File: src/rtl/fft_addr_gen.sv
// Read/twiddle/write-back address sequencer for a 256-point radix-2 DIT in-place FFT.
// Eight stages of 128 butterflies. The pipeline is drained between stages so reads never overtake writes.
module fft_addr_gen #(
   parameter int BF_LATENCY = 4
) (
   input  logic       clk_i,
   input  logic       rst_n_i,
   input  logic       start_i,
   output logic       busy_o,
   output logic       done_o,
   output logic [2:0] stage_o,
   output logic       rd_en_o,
   output logic [7:0] rd_addr_a_o,
   output logic [7:0] rd_addr_b_o,
   output logic [9:0] tw_addr_o,
   output logic       wr_en_o,
   output logic [7:0] wr_addr_a_o,
   output logic [7:0] wr_addr_b_o
);

   localparam logic [1:0] S_IDLE  = 2'd0;
   localparam logic [1:0] S_RUN   = 2'd1;
   localparam logic [1:0] S_DRAIN = 2'd2;
   localparam logic [1:0] S_DONE  = 2'd3;
   localparam logic [3:0] CNT_LAST = 4'(BF_LATENCY - 1);

   logic [1:0] state_q, state_d;
   logic [2:0] stage_q, stage_d;
   logic [6:0] bfly_q, bfly_d;
   logic [3:0] cnt_q, cnt_d;

   logic       rd_en_q, busy_q, done_q;
   logic [7:0] rd_a_q, rd_b_q;
   logic [9:0] tw_q;

   logic [BF_LATENCY-1:0]       vld_pipe_q;
   logic [BF_LATENCY-1:0][7:0]  wa_pipe_q, wb_pipe_q;

   logic       run_d;
   logic [7:0] mask_d, a_d, b_d;

   always_comb begin
      state_d = state_q;
      stage_d = stage_q;
      bfly_d  = bfly_q;
      cnt_d   = cnt_q;
      case (state_q)
         S_IDLE: begin
            if (start_i) begin
               state_d = S_RUN;
               stage_d = 3'd0;
               bfly_d  = 7'd0;
            end
         end
         S_RUN: begin
            if (bfly_q == 7'd127) begin
               state_d = S_DRAIN;
               cnt_d   = 4'd0;
            end else begin
               bfly_d = bfly_q + 7'd1;
            end
         end
         S_DRAIN: begin
            if (cnt_q == CNT_LAST) begin
               if (stage_q == 3'd7) begin
                  state_d = S_DONE;
               end else begin
                  state_d = S_RUN;
                  stage_d = stage_q + 3'd1;
                  bfly_d  = 7'd0;
               end
            end else begin
               cnt_d = cnt_q + 4'd1;
            end
         end
         default: begin
            state_d = S_IDLE;
            stage_d = 3'd0;
         end
      endcase
   end

   // Outputs are registered from next-state values so they line up with the state they describe.
   // a = g*2h + j: bits above the low 'stage' bits of bfly move up one place; b sets bit 'stage'.
   always_comb begin
      run_d  = (state_d == S_RUN);
      mask_d = 8'((9'd1 << stage_d) - 9'd1);
      a_d    = 8'(({1'b0, bfly_d} & ~mask_d) << 1) | ({1'b0, bfly_d} & mask_d);
      b_d    = a_d | (8'd1 << stage_d);
   end

   always_ff @(posedge clk_i or negedge rst_n_i) begin
      if (!rst_n_i) begin
         state_q <= S_IDLE;
         stage_q <= 3'd0;
         bfly_q  <= 7'd0;
         cnt_q   <= 4'd0;
         rd_en_q <= 1'b0;
         rd_a_q  <= 8'd0;
         rd_b_q  <= 8'd0;
         tw_q    <= 10'd0;
         busy_q  <= 1'b0;
         done_q  <= 1'b0;
      end else begin
         state_q <= state_d;
         stage_q <= stage_d;
         bfly_q  <= bfly_d;
         cnt_q   <= cnt_d;
         rd_en_q <= run_d;
         rd_a_q  <= run_d ? a_d : 8'd0;
         rd_b_q  <= run_d ? b_d : 8'd0;
         tw_q    <= run_d ? {stage_d, bfly_d} : 10'd0;
         busy_q  <= run_d || (state_d == S_DRAIN);
         done_q  <= (state_d == S_DONE);
      end
   end

   // Write-back delay line; shifts every cycle regardless of state.
   always_ff @(posedge clk_i or negedge rst_n_i) begin
      if (!rst_n_i) begin
         vld_pipe_q <= '0;
         wa_pipe_q  <= '0;
         wb_pipe_q  <= '0;
      end else begin
         vld_pipe_q <= {vld_pipe_q[BF_LATENCY-2:0], rd_en_q};
         wa_pipe_q  <= {wa_pipe_q[BF_LATENCY-2:0], rd_a_q};
         wb_pipe_q  <= {wb_pipe_q[BF_LATENCY-2:0], rd_b_q};
      end
   end

   assign busy_o      = busy_q;
   assign done_o      = done_q;
   assign stage_o     = stage_q;
   assign rd_en_o     = rd_en_q;
   assign rd_addr_a_o = rd_a_q;
   assign rd_addr_b_o = rd_b_q;
   assign tw_addr_o   = tw_q;
   assign wr_en_o     = vld_pipe_q[BF_LATENCY-1];
   assign wr_addr_a_o = wa_pipe_q[BF_LATENCY-1];
   assign wr_addr_b_o = wb_pipe_q[BF_LATENCY-1];

endmodule

File: config.mk
export PLATFORM = sky130hd
export DESIGN_NAME = fft_addr_gen
export DESIGN_NICKNAME = d
export VERILOG_FILES = /design/src/rtl/fft_addr_gen.sv
export SDC_FILE = /design/constraint.sdc
export NUM_CORES = 1
export LEC_CHECK = 0
export ABC_CLOCK_PERIOD_IN_PS = 2700
export CAP_MARGIN = 10
export CELL_PAD_IN_SITES_DETAIL_PLACEMENT = 1
export CELL_PAD_IN_SITES_GLOBAL_PLACEMENT = 2
export CORE_ASPECT_RATIO = 0.9
export CORE_UTILIZATION = 34
export DETAILED_ROUTE_END_ITERATION = 8
export PLACE_DENSITY = 0.8
export RECOVER_POWER = 25
export SLEW_MARGIN = 10
export SYNTH_ARGS = -nofsm -noshare
export SYNTH_HDL_FRONTEND = slang
export SYNTH_SLANG_ARGS = --single-unit
File: constraint.sdc
create_clock -name clk_i -period 2.7 [get_ports clk_i]
set_input_delay 0.27 -clock clk_i [delete_from_list [all_inputs] [get_ports clk_i]]
set_output_delay 0.27 -clock clk_i [all_outputs]
set_load 0.02 [all_outputs]
Word-level counts from Yosys, hierarchy flattened
Cells that the tools add are included.
- register bits after elaboration: 113
- input bits: 3
- output and inout port bits: 49
- $add $sub $neg: 4
- eq/ne operators: 10
- shift-type cells: 2
- muxes and demuxes: 20
- bitwise gates (word level): 5
- reduce and logical (&&, ||, !) cells: 4
- operators by type and width (kind ; count):
    $mux 7 ; 4
    $pmux 7 s3 ; 1
    $mux 8 ; 2
    $or 8x8->8 ; 2
    $shl 1x3->8 const A ; 2
    $mux 10 ; 1
    $mux 3 ; 3
    $pmux 3 s3 ; 1
    $and 7x8->8 ; 1
    $mux 2 ; 4
    $mux 4 ; 2
    $pmux 4 s2 ; 1
    $sub 8x1->8 const B ; 1
    $add 7x1->7 const B ; 1
    $and 7x7->7 ; 1
    $eq 7x7->1 const B ; 1
    $not 7->7 ; 1
    $eq 2x2->1 const B ; 3
    $pmux 2 s3 ; 1
    $add 4x1->4 const B ; 1
    $eq 2x1->1 const B ; 2
    $eq 4x2->1 const B ; 1
    $ne 2x2->1 const B ; 2
    $add 3x1->3 const B ; 1
    5 further kinds ; 5

Depth between registers and ports, before layout
- word-level depth: 11
- gate-level depth with buffers: 13

Worst setup path after synthesis
Ideal clock, no wire load.
- path type: register -> register
- from: reg stage_q[0], in the netlist stage_o[0]
- to: reg rd_a_q[4], in the netlist rd_addr_a_o[4]
- arrival time: 3.026 ns
- required time: 2.566 ns
- setup slack: -0.460 ns
- stages on the path, launching flop included: 14
- path buffers: 2
- clock period less this slack: 3.160 ns
- cells stage by stage: dfrtp_1 ha_1 and2_0 nor2_1 o22ai_2 buf_2 nor3_1 inv_1 ha_1 buf_2 a21boi_0 nor4_4 a311oi_2 o21ai_0
- cells in the longest elaborated chain, start to end: 10
- elaborated cells between the ends (all ways): 20
- those cells by class: add/sub (2); eq/ne (2); shift (1); mux (11); bitwise (4)
- ends and longest elaborated chain (item ; RTL line ; source):
    from (decl) ; 28 ; logic [2:0] stage_q, stage_d;
    from (signal assigned) ; 106 ; stage_q <= stage_d;
    $add 3x1->3 or $eq 3x3->1 (tied branches) ; 69, 65 ;
    $mux 3 ; 65 ; if (stage_q == 3'd7) begin
    $mux 3 ; 64 ; if (cnt_q == CNT_LAST) begin
    $pmux 3 s3 (*) ; 47 ; case (state_q)
    net stage_d[0] ; 28 ;
    $shl 1x3->8 (*) ; 87 ; mask_d = 8'((9'd1 << stage_d) - 9'd1);
    $sub 8x1->8 (*) ; 87 ;
    $not 7->7 ; 88 ; a_d = 8'(({1'b0, bfly_d} & ~mask_d) << 1) | ({1'b0, bfly_d} & mask_d);
    $and 7x7->7 ; 88 ;
    $or 8x8->8 (*) ; 88 ;
    $mux 8 (*) ; 110 ; rd_a_q <= run_d ? a_d : 8'd0;
    to (signal assigned) ; 110 ;
    to (decl) ; 33 ; logic [7:0] rd_a_q, rd_b_q;
The timed path passes the listed nets; every way through them passes the cells marked *.
A chain may end at the register's enable or synchronous reset.

Worst setup path after layout
- from: reg cnt_q[0]
- to: reg rd_a_q[5], in the netlist rd_addr_a_o[5]
- cells in the longest elaborated chain, start to end: 9
- elaborated cells between the ends (all ways): 15
- those cells by class: add/sub (1); eq/ne (2); shift (1); mux (7); bitwise (4)
- ends and longest elaborated chain (item ; RTL line ; source):
    from (decl) ; 30 ; logic [3:0] cnt_q, cnt_d;
    from (signal assigned) ; 108 ; cnt_q <= cnt_d;
    $eq 4x2->1 (*) ; 64 ;
    $mux 3 ; 64 ;
    $pmux 3 s3 ; 47 ;
    $shl 1x3->8 ; 87 ;
    $sub 8x1->8 ; 87 ;
    $not 7->7 ; 88 ;
    $and 7x7->7 ; 88 ;
    $or 8x8->8 ; 88 ;
    $mux 8 (*) ; 110 ;
Mark *: on every way between the ends. The rest lies on a longest branch, timed or not.

==> report_table.html <==
<table>
<tr><th>Metric</th><th>Value</th></tr>
<tr><th colspan="2">Timing</th></tr>
<tr><td>Maximum clock skew at final layout</td><td>0.0115 ns</td></tr>
<tr><td>Final count of negative-setup-slack endpoints</td><td>0</td></tr>
<tr><td>Post-route minimum period</td><td>2.62 ns</td></tr>
<tr><td>Final-report max-slew violation count</td><td>0</td></tr>
<tr><td>Hold violation count in the final report</td><td>0</td></tr>
<tr><td>Max-slew headroom at the worst pin</td><td>0.641</td></tr>
<tr><td>Unrepaired setup endpoints after global routing</td><td>yes</td></tr>
<tr><td>Highest Clock Rate</td><td>0.382 GHz</td></tr>
<tr><td>Setup ws final</td><td>between 0.08 and 0.09 ns</td></tr>
<tr><td>Slew @ Worst Pin</td><td>0.537 ns</td></tr>
<tr><td>Share of the cycle needed by the critical path after routing</td><td>0.970</td></tr>
<tr><th colspan="2">Synthesis</th></tr>
<tr><td>Cell area after synthesis</td><td>0.00409 mm^2</td></tr>
<tr><td>Portion of synthesized cell area occupied by the leading cell type</td><td>0.692</td></tr>
<tr><td>Nets in the synthesized netlist</td><td>315</td></tr>
<tr><td>Flip-flop and latch count after synthesis</td><td>113</td></tr>
<tr><td>Warnings, synthesis</td><td>0</td></tr>
<tr><td>Count of unique library cells instantiated by Yosys</td><td>58</td></tr>
<tr><td>Synth Flop Type</td><td>sky130_fd_sc_hd__dfrtp_1</td></tr>
<tr><td>Number of enable flip-flop cells after synthesis</td><td>0</td></tr>
<tr><td>Synth top area cells</td><td>sky130_fd_sc_hd__dfrtp_1 69%, sky130_fd_sc_hd__buf_4 3.1%, sky130_fd_sc_hd__ha_1 1.8%</td></tr>
<tr><td>Library cell occupying the most area in the post-synthesis netlist</td><td>sky130_fd_sc_hd__dfrtp_1</td></tr>
<tr><td>Seq/Total Area, Yosys</td><td>0.692</td></tr>
<tr><td>Share of flip-flops with an asynchronous set or reset</td><td>1.00</td></tr>
<tr><td>Syn avg cell area</td><td>13.4 um^2</td></tr>
<tr><td>Synthesized instance count</td><td>approximately 310</td></tr>
<tr><th colspan="2">Worst setup path</th></tr>
<tr><td>Category of the critical setup timing path</td><td>flop to flop</td></tr>
<tr><td>Crit path max-delay family</td><td>compound AO/OA/AOI/OAI gates</td></tr>
<tr><td>Data arrival, critical path</td><td>2.90 ns</td></tr>
<tr><td>CP Max Fanout</td><td>5</td></tr>
<tr><td>Slowest library cell on the worst path</td><td>sky130_fd_sc_hd__dfrtp_1</td></tr>
<tr><td>Worst endpoint required time</td><td>around 3.0 ns</td></tr>
<tr><td>Buffer and inverter count on the worst path</td><td>3</td></tr>
<tr><td>Element type at the critical path start</td><td>flop</td></tr>
<tr><td>Ordered list of cells on the worst path</td><td>ha_4 -&gt; nor3b_4 -&gt; buf_6 -&gt; nand3_4 -&gt; o22ai_4 -&gt; buf_4 -&gt; nand3_2 -&gt; ha_4 -&gt; a21boi_4 -&gt; nor4_4 -&gt; a311oi_2 -&gt; buf_4 -&gt; a32o_1</td></tr>
<tr><td>Biggest cell delay along the critical path</td><td>0.39 ns</td></tr>
<tr><td>Worst reg-to-reg setup slack</td><td>0.08 ns</td></tr>
<tr><td>Sort of element at the end of the critical path</td><td>flop</td></tr>
<tr><th colspan="2">Die</th></tr>
<tr><td>Die Area</td><td>0.0125 mm^2</td></tr>
<tr><td>Floorplan row count</td><td>37</td></tr>
<tr><td>Die Width</td><td>118 um</td></tr>
<tr><td>Floorplan core area</td><td>0.0116 mm^2</td></tr>
<tr><td>Initial Utilization</td><td>0.353</td></tr>
<tr><td>Die height</td><td>106 um</td></tr>
<tr><td>I/O pin cnt</td><td>52</td></tr>
<tr><th colspan="2">CTS</th></tr>
<tr><td>Clock Tree Buf Depth</td><td>2</td></tr>
<tr><td>CTS clock-pin slew for the worst setup and hold paths</td><td>0.05 ns</td></tr>
<tr><td>Clock buffers created by TritonCTS</td><td>17</td></tr>
<tr><td>H-tree Lvls</td><td>4</td></tr>
<tr><td>Sinks on Clock Net</td><td>around 110</td></tr>
<tr><td>TritonCTS clock tree</td><td>yes</td></tr>
<tr><td>Cell at the root of the clock tree</td><td>sky130_fd_sc_hd__clkbuf_16</td></tr>
<tr><td>Clock Latency Late Sink</td><td>0.41 ns</td></tr>
<tr><th colspan="2">GRT</th></tr>
<tr><td>Number of global-route vias before repair</td><td>around 2800</td></tr>
<tr><td>Wire length of the first global-routing pass</td><td>15.5 mm</td></tr>
<tr><td>Total routing usage reported by global routing</td><td>0.167</td></tr>
<tr><td>Total gr overflow</td><td>0</td></tr>
<tr><td>Maximum number of pins on one net before global-route repair</td><td>82</td></tr>
<tr><td>Number of antenna violations at the first check in global routing</td><td>0</td></tr>
<tr><th colspan="2">Drt</th></tr>
<tr><td>Number of DRC violations after detailed-routing iteration 0</td><td>152</td></tr>
<tr><td>First-pass iteration count of the detailed router</td><td>4</td></tr>
<tr><td>Routed wire length</td><td>9.43 mm</td></tr>
<tr><td>Detailed-route wire length per cell</td><td>16.8 um</td></tr>
<tr><td>Mean number of vias per cell</td><td>4.78</td></tr>
<tr><td>DRC</td><td>0</td></tr>
<tr><td>DRT antenna net count</td><td>0</td></tr>
<tr><td>Count of vias placed by the detailed router</td><td>2684</td></tr>
<tr><th colspan="2">Worst hold path</th></tr>
<tr><td>Min-delay worst type</td><td>flop to flop</td></tr>
<tr><th colspan="2">Job</th></tr>
<tr><td>Max cap viols</td><td>0</td></tr>
<tr><th colspan="2">Layout</th></tr>
<tr><td>Most frequent cells in the layout</td><td>109 x sky130_fd_sc_hd__dfrtp_1, 50 x sky130_fd_sc_hd__clkdlybuf4s50_1, 40 x sky130_fd_sc_hd__buf_4</td></tr>
<tr><td>Most frequent standard cell in the layout excluding fill and tap cells</td><td>sky130_fd_sc_hd__dfrtp_1</td></tr>
<tr><td>Syn-to-layout area delta</td><td>38.3%</td></tr>
<tr><td>Combined area of the multi-input logic cells</td><td>0.00113 mm^2</td></tr>
<tr><td>Number of inserted filler cells in the final layout</td><td>1199</td></tr>
<tr><td>Number of nets at the end of the flow</td><td>401</td></tr>
<tr><td>Sequential cell area</td><td>0.00283 mm^2</td></tr>
<tr><td>Share of layout cells above drive strength 1</td><td>0.252</td></tr>
<tr><td>Number of antenna diodes</td><td>0</td></tr>
<tr><td>Finished Core Util</td><td>0.489</td></tr>
<tr><th colspan="2">Place</th></tr>
<tr><td>Worst slack at placement</td><td>-0.178 ns</td></tr>
<tr><td>Final HPWL from detailed placement</td><td>6.35 mm</td></tr>
<tr><td>Count of input and output buffers</td><td>51</td></tr>
<tr><td>Final Wtd Congestion</td><td>0.836</td></tr>
<tr><th colspan="2">Pwr</th></tr>
<tr><td>Leakage power summed over all cells</td><td>2.43 nW</td></tr>
<tr><td>Pwr/cell area</td><td>approximately 710 mW/mm^2</td></tr>
<tr><td>Largest vdd supply drop</td><td>around 0.47 mV</td></tr>
<tr><th colspan="2">Run status</th></tr>
<tr><td>Run status</td><td>finished clean</td></tr>
</table>
[per-layer routing]
metal | GRT usage | vias to the layer above | share of wire
met2 | 0.271 | 66 | 0.50
met1 | 0.208 | 1368 | 0.45
met3 | 0.0510 | 6 | 0.040
met4 | 0.0723 | 0 | 0.0086
met5 | 0 | - | 0
li1 | - | 1244 | -
[where the power goes]
group	total [mW]	switching [mW]	internal, mW
sequential	1.69	0	1.69
combinational	0.0428	0.0344	0.00841
clock	2.28	0.818	1.46
total	4.02	0.852	3.16
[cell type report]
class	count	share of cell area
Clock buffer	18	0.0759
Clock inverter	14	0.0314
Inverter	12	0.00863
Multi-Input combinational cell	155	0.200
Sequential cell	113	0.501
Tap cell	156	0.0345
Timing Repair Buffer	93	0.149
[flip-flops by register name, indices dropped and copies added, names as in the netlist, 2 cells and up]
signal and cells:
wr_addr_b_o 8, bfly_q 7, rd_addr_b_o 8, rd_addr_a_o 8
stage_o 3, tw_addr_o 10, state_q 2, wa_pipe_q 24
cnt_q 4, vld_pipe_q 4, wr_addr_a_o 8, wb_pipe_q 24
[through the flow]
stage	setup TNS (ns)	cells	hold WS, ns	total power [mW]	cell area, um^2
floorplan	-0.00833	306	-0.0256	1.73	4140
global placement	-0.155	520	0.252	1.77	4920
detailed placement	-0.982	520	0.256	1.77	4920
CTS	0	556	0.347	4.08	5570
global route	-0.137	561	0.354	4.16	5660
finish	0	561	0.342	4.02	5660
[final timing paths]
check,from,to,depth (start not counted)
setup / recovery,cnt_q[0],rd_addr_a_o[5],13
hold / removal,wb_pipe_q[4],wb_pipe_q[12],0
setup reg to reg,cnt_q[0],rd_addr_a_o[5],13
hold reg to reg,wb_pipe_q[4],wb_pipe_q[12],0
max in group asynchronous,rst_n_i,rd_addr_a_o[1],3
min in group asynchronous,rst_n_i,wr_addr_b_o[4],2
[cell families (layout without fill, tap and decap cells)]
family / after synthesis / after routing / share of synthesized area
AND/OR/NAND/NOR: 88 / 88 / 0.125
buffers and inverters: 38 / 137 / 0.0554
adder cells (fa/ha/maj): 6 / 6 / 0.0184
flip-flops: 113 / 113 / 0.692
XOR/XNOR: 2 / 2 / 0.00428
AO/OA/AOI/OAI: 59 / 59 / 0.106
[cell usage after synthesis (3+ instances only)]
cell	instances
sky130_fd_sc_hd__a21oi_1	13
sky130_fd_sc_hd__a32o_1	3
sky130_fd_sc_hd__and2_1	6
sky130_fd_sc_hd__and3_1	4
sky130_fd_sc_hd__buf_2	8
sky130_fd_sc_hd__buf_4	17
sky130_fd_sc_hd__dfrtp_1	113
sky130_fd_sc_hd__ha_1	6
sky130_fd_sc_hd__inv_1	9
sky130_fd_sc_hd__nand2_1	13
sky130_fd_sc_hd__nand2b_1	4
sky130_fd_sc_hd__nand3_1	15
sky130_fd_sc_hd__nand4_1	6
sky130_fd_sc_hd__nor2_1	20
sky130_fd_sc_hd__nor3_1	4
sky130_fd_sc_hd__o2111ai_1	3
sky130_fd_sc_hd__o211ai_1	4
sky130_fd_sc_hd__o21ai_0	9
[timing repair]
item,CTS,global route
hold endpoints to repair,32,0
cloned,0,0
hold buffers,1,0
resized for setup,1,11
setup buffers,3,5
setup endpoints to repair,5,7
pin swaps,3,4
[worst register-to-register path: stages, from the launching register on]
cell and delay [ns]:
sky130_fd_sc_hd__dfrtp_1 0.39, sky130_fd_sc_hd__ha_4 0.17, sky130_fd_sc_hd__nor3b_4 0.26, sky130_fd_sc_hd__buf_6 0.15, sky130_fd_sc_hd__nand3_4 0.10, sky130_fd_sc_hd__o22ai_4 0.25
sky130_fd_sc_hd__buf_4 0.15, sky130_fd_sc_hd__nand3_2 0.09, sky130_fd_sc_hd__ha_4 0.18, sky130_fd_sc_hd__a21boi_4 0.15, sky130_fd_sc_hd__nor4_4 0.15, sky130_fd_sc_hd__a311oi_2 0.06
sky130_fd_sc_hd__buf_4 0.17, sky130_fd_sc_hd__a32o_1 0.20
Note: power is estimated with default switching activity, not from simulation.
